### config.mk
export PLATFORM = sky130hd
export DESIGN_NAME = vgaconsole_tty_ctrl
export DESIGN_NICKNAME = d
export VERILOG_FILES = /design/src/rtl/vgaconsole_pkg.sv /design/src/rtl/vgaconsole_char_fifo.sv /design/src/rtl/vgaconsole_tty_ctrl.sv
export SDC_FILE = /design/constraint.sdc
export NUM_CORES = 1
export LEC_CHECK = 0
export ABC_AREA = 0
export CAP_MARGIN = 25
export CORE_ASPECT_RATIO = 0.6
export CORE_MARGIN = 2
export CORE_UTILIZATION = 31
export DETAILED_ROUTE_END_ITERATION = 6
export SLEW_MARGIN = 10
export SYNTH_ARGS = -nofsm -noshare
export SYNTH_HDL_FRONTEND = slang
export SYNTH_SLANG_ARGS = --single-unit
### constraint.sdc
create_clock -name clk -period 1.74 [get_ports clk]
set_input_delay 0.348 -clock clk [delete_from_list [all_inputs] [get_ports clk]]
set_output_delay 0.348 -clock clk [all_outputs]
set_load 0.005 [all_outputs]
### src/rtl/vgaconsole_pkg.sv
// vgaconsole_pkg
// Shared definitions for the VGA console TTY write sequencer:
//   - tty_state_t : sequencer FSM states
//   - CODE_* / PRINT_* : recognised control codes and printable range
//   - DEF_* : default geometry and input FIFO depth
package vgaconsole_pkg;

  typedef enum logic [1:0] {
    ST_IDLE,
    ST_EXEC,
    ST_SCROLL_COPY,
    ST_FILL
  } tty_state_t;

  localparam logic [6:0] CODE_BS   = 7'h08;
  localparam logic [6:0] CODE_LF   = 7'h0A;
  localparam logic [6:0] CODE_FF   = 7'h0C;
  localparam logic [6:0] CODE_CR   = 7'h0D;
  localparam logic [6:0] PRINT_MIN = 7'h20;
  localparam logic [6:0] PRINT_MAX = 7'h7E;

  localparam int DEF_NUM_ROWS   = 3;
  localparam int DEF_NUM_COLS   = 10;
  localparam int DEF_FIFO_DEPTH = 4;

endpackage

### src/rtl/vgaconsole_char_fifo.sv
// vgaconsole_char_fifo
// Small synchronous FIFO holding host characters until the sequencer is idle.
// Ports:
//   clk, rst_n          : clock, asynchronous active-low reset
//   push, push_data     : write side (ignored when full)
//   pop, pop_data       : read side; pop_data shows the head combinationally
//   full, empty         : status flags
module vgaconsole_char_fifo #(
  parameter int WIDTH = 9,
  parameter int DEPTH = 4
) (
  input  logic             clk,
  input  logic             rst_n,
  input  logic             push,
  input  logic [WIDTH-1:0] push_data,
  input  logic             pop,
  output logic [WIDTH-1:0] pop_data,
  output logic             full,
  output logic             empty
);

  localparam int AW = (DEPTH > 1) ? $clog2(DEPTH) : 1;

  logic [WIDTH-1:0] mem [DEPTH];
  logic [AW:0]      wr_ptr;
  logic [AW:0]      rd_ptr;

  // Pointers carry one extra wrap bit so full and empty are distinguishable.
  assign empty    = (wr_ptr == rd_ptr);
  assign full     = (wr_ptr[AW] != rd_ptr[AW]) && (wr_ptr[AW-1:0] == rd_ptr[AW-1:0]);
  assign pop_data = mem[rd_ptr[AW-1:0]];

  always_ff @(posedge clk) begin
    if (push && !full) begin
      mem[wr_ptr[AW-1:0]] <= push_data;
    end
  end

  always_ff @(posedge clk or negedge rst_n) begin
    if (!rst_n) begin
      wr_ptr <= '0;
      rd_ptr <= '0;
    end else begin
      if (push && !full) begin
        wr_ptr <= wr_ptr + (AW+1)'(1);
      end
      if (pop && !empty) begin
        rd_ptr <= rd_ptr + (AW+1)'(1);
      end
    end
  end

endmodule

### src/rtl/vgaconsole_tty_ctrl.sv
// vgaconsole_tty_ctrl
// Terminal-style write sequencer for the VGA console text buffer. Host
// characters are queued in a FIFO, interpreted one at a time, and turned
// into text-buffer writes; overflow past the last row scrolls the screen.
// Ports:
//   clk, rst_n                    : clock, asynchronous active-low reset
//   in_valid, in_data, in_ready   : host character handshake ({color, code})
//   buf_we, buf_waddr, buf_wdata  : text-buffer write port
//   buf_raddr, buf_rdata          : text-buffer combinational read port (scroll)
//   cursor_row, cursor_col        : current cursor position
//   busy                          : queued work or sequencer not idle
module vgaconsole_tty_ctrl
  import vgaconsole_pkg::*;
#(
  parameter int         NUM_ROWS      = DEF_NUM_ROWS,
  parameter int         NUM_COLS      = DEF_NUM_COLS,
  parameter int         FIFO_DEPTH    = DEF_FIFO_DEPTH,
  parameter logic [1:0] DEFAULT_COLOR = 2'b00,
  parameter logic [6:0] FILL_CHAR     = 7'h20
) (
  input  logic       clk,
  input  logic       rst_n,
  input  logic       in_valid,
  input  logic [8:0] in_data,
  output logic       in_ready,
  output logic       buf_we,
  output logic [4:0] buf_waddr,
  output logic [8:0] buf_wdata,
  output logic [4:0] buf_raddr,
  input  logic [8:0] buf_rdata,
  output logic [1:0] cursor_row,
  output logic [3:0] cursor_col,
  output logic       busy
);

  localparam logic [4:0] COLS_W    = 5'(NUM_COLS);
  localparam logic [1:0] ROW_LAST  = 2'(NUM_ROWS - 1);
  localparam logic [3:0] COL_LAST  = 4'(NUM_COLS - 1);
  localparam logic [4:0] LAST_COPY = 5'((NUM_ROWS - 1) * NUM_COLS - 1);
  localparam logic [4:0] LAST_CELL = 5'(NUM_ROWS * NUM_COLS - 1);

  tty_state_t state_q, state_d;
  logic [1:0] row_q, row_d;
  logic [3:0] col_q, col_d;
  logic [8:0] cmd_q, cmd_d;
  logic [4:0] idx_q, idx_d;

  logic       fifo_push;
  logic       fifo_pop;
  logic [8:0] fifo_data;
  logic       fifo_full;
  logic       fifo_empty;

  logic [6:0] code;
  logic [4:0] cur_addr;
  logic       do_newline;

  assign fifo_push  = in_valid && in_ready;
  assign in_ready   = !fifo_full;
  assign busy       = !fifo_empty || (state_q != ST_IDLE);
  assign cursor_row = row_q;
  assign cursor_col = col_q;
  assign code       = cmd_q[6:0];
  assign cur_addr   = 5'(row_q) * COLS_W + 5'(col_q);

  vgaconsole_char_fifo #(
    .WIDTH(9),
    .DEPTH(FIFO_DEPTH)
  ) u_fifo (
    .clk      (clk),
    .rst_n    (rst_n),
    .push     (fifo_push),
    .push_data(in_data),
    .pop      (fifo_pop),
    .pop_data (fifo_data),
    .full     (fifo_full),
    .empty    (fifo_empty)
  );

  always_ff @(posedge clk or negedge rst_n) begin
    if (!rst_n) begin
      state_q <= ST_IDLE;
      row_q   <= '0;
      col_q   <= '0;
      cmd_q   <= '0;
      idx_q   <= '0;
    end else begin
      state_q <= state_d;
      row_q   <= row_d;
      col_q   <= col_d;
      cmd_q   <= cmd_d;
      idx_q   <= idx_d;
    end
  end

  // Scroll and form-feed share one cell index: copy runs up to the start of
  // the last row, and FILL always ends on the last cell, so a scroll simply
  // continues counting from the copy phase into the fill phase.
  always_comb begin
    state_d    = state_q;
    row_d      = row_q;
    col_d      = col_q;
    cmd_d      = cmd_q;
    idx_d      = idx_q;
    fifo_pop   = 1'b0;
    do_newline = 1'b0;
    buf_we     = 1'b0;
    buf_waddr  = '0;
    buf_wdata  = '0;
    buf_raddr  = '0;

    unique case (state_q)
      ST_IDLE: begin
        if (!fifo_empty) begin
          fifo_pop = 1'b1;
          cmd_d    = fifo_data;
          state_d  = ST_EXEC;
        end
      end

      ST_EXEC: begin
        state_d = ST_IDLE;
        if (code >= PRINT_MIN && code <= PRINT_MAX) begin
          buf_we    = 1'b1;
          buf_waddr = cur_addr;
          buf_wdata = cmd_q;
          if (col_q < COL_LAST) begin
            col_d = col_q + 4'd1;
          end else begin
            do_newline = 1'b1;
          end
        end else if (code == CODE_LF) begin
          do_newline = 1'b1;
        end else if (code == CODE_CR) begin
          col_d = '0;
        end else if (code == CODE_BS) begin
          if (col_q != 4'd0) begin
            col_d = col_q - 4'd1;
          end
        end else if (code == CODE_FF) begin
          row_d   = '0;
          col_d   = '0;
          idx_d   = '0;
          state_d = ST_FILL;
        end

        if (do_newline) begin
          col_d = '0;
          if (row_q < ROW_LAST) begin
            row_d = row_q + 2'd1;
          end else begin
            idx_d   = '0;
            state_d = ST_SCROLL_COPY;
          end
        end
      end

      ST_SCROLL_COPY: begin
        buf_we    = 1'b1;
        buf_raddr = idx_q + COLS_W;
        buf_waddr = idx_q;
        buf_wdata = buf_rdata;
        idx_d     = idx_q + 5'd1;
        if (idx_q == LAST_COPY) begin
          state_d = ST_FILL;
        end
      end

      ST_FILL: begin
        buf_we    = 1'b1;
        buf_waddr = idx_q;
        buf_wdata = {DEFAULT_COLOR, FILL_CHAR};
        idx_d     = idx_q + 5'd1;
        if (idx_q == LAST_CELL) begin
          state_d = ST_IDLE;
        end
      end

      default: begin
        state_d = ST_IDLE;
      end
    endcase
  end

endmodule

# Yosys cells after proc, flatten, opt, wreduce, memory -nomap -nowiden
# Memory sizes are Yosys's and may differ from the RTL's. A register that Yosys moved wholly into a read port is not among the register bits.
# Cells that the tools add are included.
[totals]
latchBits = 0
elab_cells = 106
mem_bits_rw = 36
memories = 1
regBits = 19
inputBits = 21
rom_bits = 0
[memory_table]
columns = ["memory", "depth", "word_bits", "read_ports", "rd_clocked_by_memory_dff", "wr", "line", "text"]
rows = [
  ["u_fifo.mem", 4, 9, 1, 1, 1, "vgaconsole_char_fifo.sv:24", "logic [WIDTH-1:0] mem [DEPTH];"],
]
[op_classes]
n_reduce_logical = 18
n_eq_ne = 18
n_div = 0
order_cmp = 4
add_sub_neg = 8
shifts = 0
bitwise_logic = 1
mux = 49
mul = 1
[op_table]
columns = ["operator", "n"]
rows = [
  ["2-to-1 mux 5 bit", 9],
  ["2-to-1 mux 2 bit", 17],
  ["2-to-1 mux 4 bit", 8],
  ["== test 7 x 4 -> 1 bit, second input constant", 4],
  ["case mux 9 bit (3 select lines)", 1],
  ["case mux 5 bit (2 select lines)", 2],
  ["== test 5 bit, second input constant", 2],
  ["2-to-1 mux 1 bit", 9],
  ["2-to-1 mux 9 bit", 1],
  ["case mux 2 bit (4 select lines)", 1],
  [">= comparator 7 x 6 -> 1 bit, second input constant", 1],
  ["less-or-equal comparator 7 bit, second input constant", 1],
  ["adder 3 x 1 -> 3 bit, second input constant", 2],
  ["inequality test 2 bit, second input constant", 3],
  ["adder 5 x 1 -> 5 bit, second input constant", 1],
  ["adder 5 x 4 -> 5 bit", 1],
  ["adder 5 x 4 -> 5 bit, second input constant", 1],
  ["logical AND 1 bit", 5],
  ["inequality test 5 x 3 -> 1 bit, second input constant", 1],
  ["AND reduction 5 bit", 1],
  ["nonzero test 5 bit", 1],
  ["adder 4 x 1 -> 4 bit, second input constant", 1],
  ["== test 2 bit, second input constant", 2],
  ["< comparator 4 bit, second input constant", 1],
  ["other kinds (20)", 23],
]

# Logic depth before layout (Yosys ltp)
# Gate-level depths: netlist of the first run.
[logic_depth]
depth_word = 9
ltp_mapped = 6

# By module
# From an unflattened synthesis of the first run, not the netlist that was laid out.
[hier_totals]
cells_unflattened = 267
hier_area_um2 = 3378.2
[by_module_without_submodules]
columns = ["module", "n_inst", "seq_area_each_um2", "cells_each", "area_each_um2"]
rows = [
  ["vgaconsole_char_fifo", 1, 1231.2, 97, 1778.0],
  ["vgaconsole_tty_ctrl", 1, 550.5, 170, 1600.3],
]

# Worst setup path before layout of the first run
# No wires, ideal clock.
[synth_path]
kind = "flip-flop to flip-flop"
from = "reg cmd_q[0], read port of u_fifo.mem"
to = "reg col_q[3], in the netlist cursor_col[3]"
path_slack_ns = -0.175
arrival_ns = 1.791
setup_time_ns = 0.124
stages_incl_launch_ff = 6
synth_period_minus_slack_ns = 1.915
cell_sequence = "dfrtp_1 -> or3b_1 -> or3_1 -> o32ai_2 -> o21ai_2 -> a211o_1"
[synth_between]
elab_chain_cells = 6
word_cells_on_any_way = 20
[synth_lines]
columns = ["item", "line", "text"]
rows = [
  ["start, declared", "vgaconsole_tty_ctrl.sv:45", "logic [8:0] cmd_q, cmd_d;"],
  [">= comparator 7 x 6 -> 1 bit (tied with other cells)", "vgaconsole_tty_ctrl.sv:123", "if (code >= PRINT_MIN && code <= PRINT_MAX) begin"],
  ["logical AND 1 bit (tied with other cells)", "vgaconsole_tty_ctrl.sv:123", ""],
  ["2-to-1 mux 1 bit or 2-to-1 mux 4 bit (tied branches)", "vgaconsole_tty_ctrl.sv:123, vgaconsole_tty_ctrl.sv:134", ""],
  ["2-to-1 mux 1 bit or 2-to-1 mux 4 bit (tied branches)", "vgaconsole_tty_ctrl.sv:112, vgaconsole_tty_ctrl.sv:132", ""],
  ["inequality test 5 x 3 -> 1 bit (no source line) (tied with other cells)", "--", ""],
  ["AND reduction 5 bit (no source line) or 2-to-1 mux 4 bit (tied branches)", "--", ""],
  ["end signal, assigned", "vgaconsole_tty_ctrl.sv:90", "col_q <= col_d;"],
  ["end, declared", "vgaconsole_tty_ctrl.sv:44", "logic [3:0] col_q, col_d;"],
]
# Several ways; a longest one is shown, not always the timed one. The select of a mux whose other input is x is not followed.
# A chain may end at the register's enable or synchronous reset.

# Worst setup path in the final report of the first run
[layout_path]
from = "reg col_q[2], in the netlist cursor_col[2]"
to = "out buf_waddr[4]"
[layout_between]
elab_chain_cells = 3
[layout_lines]
columns = ["item", "line", "text"]
rows = [
  ["adder 5 x 4 -> 5 bit", "vgaconsole_tty_ctrl.sv:64", "assign cur_addr = 5'(row_q) * COLS_W + 5'(col_q);"],
  ["2-to-1 mux 5 bit", "vgaconsole_tty_ctrl.sv:123", ""],
  ["case mux 5 bit (2 select lines)", "vgaconsole_tty_ctrl.sv:112", "unique case (state_q)"],
  ["end, declared", "vgaconsole_tty_ctrl.sv:27", "output logic [4:0] buf_waddr,"],
]
# No other way between the ends.

==> summary.md, run 1 <==
| Metric | Value |
|---|---|
| # setup viols final | 41 |
| Placeable Area | 0.00998 mm2 |
| RSZ-0062 raised after global routing | true |
| CTS Buf Count | 9 |
| Reg-to-reg slack, setup | -0.38 ns |
| Met3 usage | 5.80% |
| Layout cell share with drive strength beyond 1 | 52.9% |
| Relative slew slack | 74.4% |
| WL per Instance | 18.4 um |
| Unique masters post-synth | 52 |
| Syn Nets | 282 |
| DR vias/cell | 4.97 |
| Met2 usage | 25.3% |
| Cell depth of the worst flop-to-flop path | 6 |
| Tightest Hold Check Type | input port to async pin |
| First-pass GRT wire length | 14.4 mm |
| Top Ports | 49 |
| Clock-pin slew on the worst setup and hold paths | 0.06 ns |
| Row count | 28 |
| Vias | 2623 |
| Chip Height | 82.9 um |
| Die area | 0.0112 mm2 |
| Clock Sinks | 64 |
| Placer Congestion | 0.865 |
| Final #Nets | 425 |
| Gate Count Post-Synth | 246 |
| Failing checks | setup timing |
| Worst-path cell chain | buf_6 -> ha_4 -> a21o_1 -> a21oi_2 -> xnor2_1 -> a22o_1 -> buf_2 |
| Post-Place Cells | 473 |
| Synth Register Bits | 64 |
| Starting density of the core | 32.2% |
| Fillers | 817 |
| Util after Layout | 54.1% |
| Met1 Use GR | 24.5% |
| Drt pass-1 iters | 4 |
| DP Worst Slack | -0.565 ns |
| Max-slew violations | 0 |
| Post-route clock skew | 0.00788 ns |
| Crit Reg-Reg Startpoint | cmd_q[0]$_DFFE_PN0P_ |
| Ant diodes | 0 |
| Layout area overhead | 68.1% |
| Vias in the first global route | 2631 |
| Req. time, crit path | 1.39 ns |
| Setup crit end kind | output pin |
| Residual DRC count | 0 |
| TNS Setup | -9.00 ns |
| Worst setup SP type | register |
| Slowest CP cell | dfrtp_2 |
| Layout Cells excl Fill | 528 |
| Sequential share of the synthesized area | 55.4% |
| Max cap viols | 0 |
| Mapped cell area | 0.00322 mm2 |
| CP peak stage delay | 0.44 ns |
| Avg Inst Size Synth | 13.1 um2 |
| Post-route ant nets | 0 |
| Leak Pwr | 0.00230 uW |
| Max Freq | 461 MHz |
| Minimum clock period | 2.17 ns |
| DP Wirelength | 6.09 mm |
| Global Route Usage Sum | 17.0% |
| Outcome | finished, violations left |
| Initial antenna violation count | 0 |
| Hold_ws | 0.406 ns |
| Pin count of the biggest net entering global routing | 29 |
| Layer with the highest usage | met2 |
| GR Overflow Total | 0 |
| Fraction of registers with async set/reset | 43.8% |
| Worst Tran Pin Value | 0.385 ns |
| Crit Path Max Fanout | 3 |
| Final critical-path share of the clock period | 125% |
| H-tree levels | 3 |
| Worst vdd ir | 0.000778 V |
| IO buf count | 48 |
| Die width | 135 um |
| Worst skew pair latency | 0.33 ns |
| CTS max path bufs | 2 |
| Root Buffer | clkbuf_16 |
| CTS tree | built |
| Power density over cell area | 2130 mW/mm2 |
| Crit Path Category | register to output pin |
| DR iter-0 viols | 114 |
| Setup ws final | -0.430 ns |
| Post-synth EDFFs | 36 |
| Synth Flop Type | edfxtp_1 |
| WP data arrival | 1.82 ns |
| Detailed Route WL | 9.72 mm |
| Ys Warns | 0 |
| Post-CTS Hold Fix Bufs | 0 |
| Fin. Hold Viols | 0 |
| Worst R2R End | cursor_col[2]$_DFFE_PN0P_ |
## cell type report
class / count / area (um2) / area share (%)
Multi-Input combinational cell: 165 / 1780 / 32.9
Clock inverter: 6 / 109 / 2.01
Inverter: 8 / 35.0 / 0.648
Timing Repair Buffer: 141 / 1310 / 24.2
Tap cell: 135 / 169 / 3.13
Sequential cell: 64 / 1780 / 33.0
Clock buffer: 9 / 225 / 4.17
## worst max-delay path, delay by kind of cell, from the launching register on
family                     cells  cell delay, ns
AOI/OAI and AO/OA              3            0.49
xor gates and xnor gates       1            0.08
adders and majority gates      1            0.22
DFF                            1            0.44
buffers and inverters          2            0.25
## registers in the layout, summed over array words and instances, names as in the netlist, named ones only
register       count
u_fifo.mem        36
cmd_q              9
idx_q              5
cursor_col         4
u_fifo.rd_ptr      3
u_fifo.wr_ptr      3
cursor_row         2
state_q            1
## kinds of logic (layout without fill, tap and decap cells)
| logic type | count (synthesis) | after routing | share of synthesized area [%] |
|---|---|---|---|
| AOI/OAI and AO/OA | 52 | 52 | 12.1 |
| and+or+nand+nor | 63 | 64 | 10.4 |
| DFF | 64 | 64 | 55.4 |
| buffers and inverters | 18 | 164 | 2.18 |
| adders and majority gates | 15 | 15 | 6.07 |
| xor gates and xnor gates | 15 | 15 | 4.09 |
| muxes | 19 | 19 | 9.81 |
## per-stage QoR
stage | total power, uW | instance area [um2]
2_1_floorplan | 4900 | 3220
5_1_grt | 12100 | 5400
3_3_place_gp | 7210 | 4280
6_report | 11500 | 5400
4_1_cts | 10400 | 5100
3_5_place_dp | 7290 | 4280
## how the worst max path moves through the flow
stage | slack (ns) | to | from | cells past startpoint
after floorplan | -0.18 | cursor_col[3]$_DFFE_PN0P_ | cmd_q[0]$_DFFE_PN0P_ | 5
after global placement | -0.51 | buf_waddr[2] | cmd_q[5]$_DFFE_PN0P_ | 5
after detailed placement | -0.56 | buf_wdata[2] | cmd_q[6]$_DFFE_PN0P_ | 5
after CTS | -0.41 | buf_waddr[4] | cursor_row[1]$_DFFE_PN0P_ | 7
after global routing | -0.47 | buf_waddr[4] | cursor_col[2]$_DFFE_PN0P_ | 7
final | -0.43 | buf_waddr[4] | cursor_col[2]$_DFFE_PN0P_ | 7
## placed cells by master (no fill, tap or decap), drive strengths merged, types with 4 or more instances in the layout
cell type | Yosys | final
and2 | 5 | 5
mux4 | 9 | 9
inv | 8 | 8
mux2 | 10 | 10
dfrtp | 28 | 28
nor3 | 4 | 4
xor2 | 8 | 8
edfxtp | 36 | 36
a22o | 12 | 12
a21oi | 9 | 9
o21ai | 7 | 7
nand3 | 6 | 6
clkdlybuf4s50 | 0 | 21
nand2 | 14 | 14
a31oi | 4 | 4
and3 | 6 | 6
clkbuf | 7 | 10
buf | 3 | 112
xnor2 | 7 | 7
ha | 14 | 14
nor2 | 14 | 15
## power breakdown
part           total [uW]  internal [uW]  switching (uW)
logic                6970           3830            3140
clock network        2030           1380             646
registers            2500           2160             341
total               11500           7370            4130
## cells in the mapped netlist (2+ instances only)
cell       count  area (um2)
edfxtp_1      36        1080
dfrtp_1       28         701
ha_1          14         175
nand2_1       14        52.6
nor2_1        13        48.8
a22o_1        12         105
mux2_2        10         113
a21oi_1        9        45.0
mux4_2         9         203
inv_1          8        30.0
xor2_1         8        70.1
clkbuf_1       7        26.3
xnor2_1        7        61.3
and3_1         6        37.5
nand3_1        6        30.0
and2_1         5        31.3
o21ai_0        5        25.0
a31oi_1        4        25.0
nor3_1         4        20.0
nand2b_1       3        18.8
o21a_1         3        22.5
a21o_1         2        15.0
buf_2          2        10.0
o221ai_1       2        17.5
o2bb2ai_1      2        17.5
## what timing repair did
item	4_1_cts	5_1_grt
pin swaps	32	31
setup endpoints to repair	40	48
buffers inserted	28	15
cloned	2	1
resized for setup	167	61
## routing by layer
metal  part of all wire (%)  up-vias
li1                       -     1220
met1                     47     1342
met2                     47       55
met3                    5.4        6
met4                   0.41        0
met5                      0        -
Power figures use the tool's default switching activity.
==> inputs of run 2 (changes only) <==
--- a/config.mk
+++ b/config.mk
@@ -10,6 +10,7 @@
 export CORE_ASPECT_RATIO = 0.6
 export CORE_MARGIN = 2
 export CORE_UTILIZATION = 31
+export CTS_CLUSTER_DIAMETER = 30
 export DETAILED_ROUTE_END_ITERATION = 6
 export SLEW_MARGIN = 10
 export SYNTH_ARGS = -nofsm -noshare
==> results of run 2 <==
No change in the layout: final DEF, timing and power equal those of run 1.
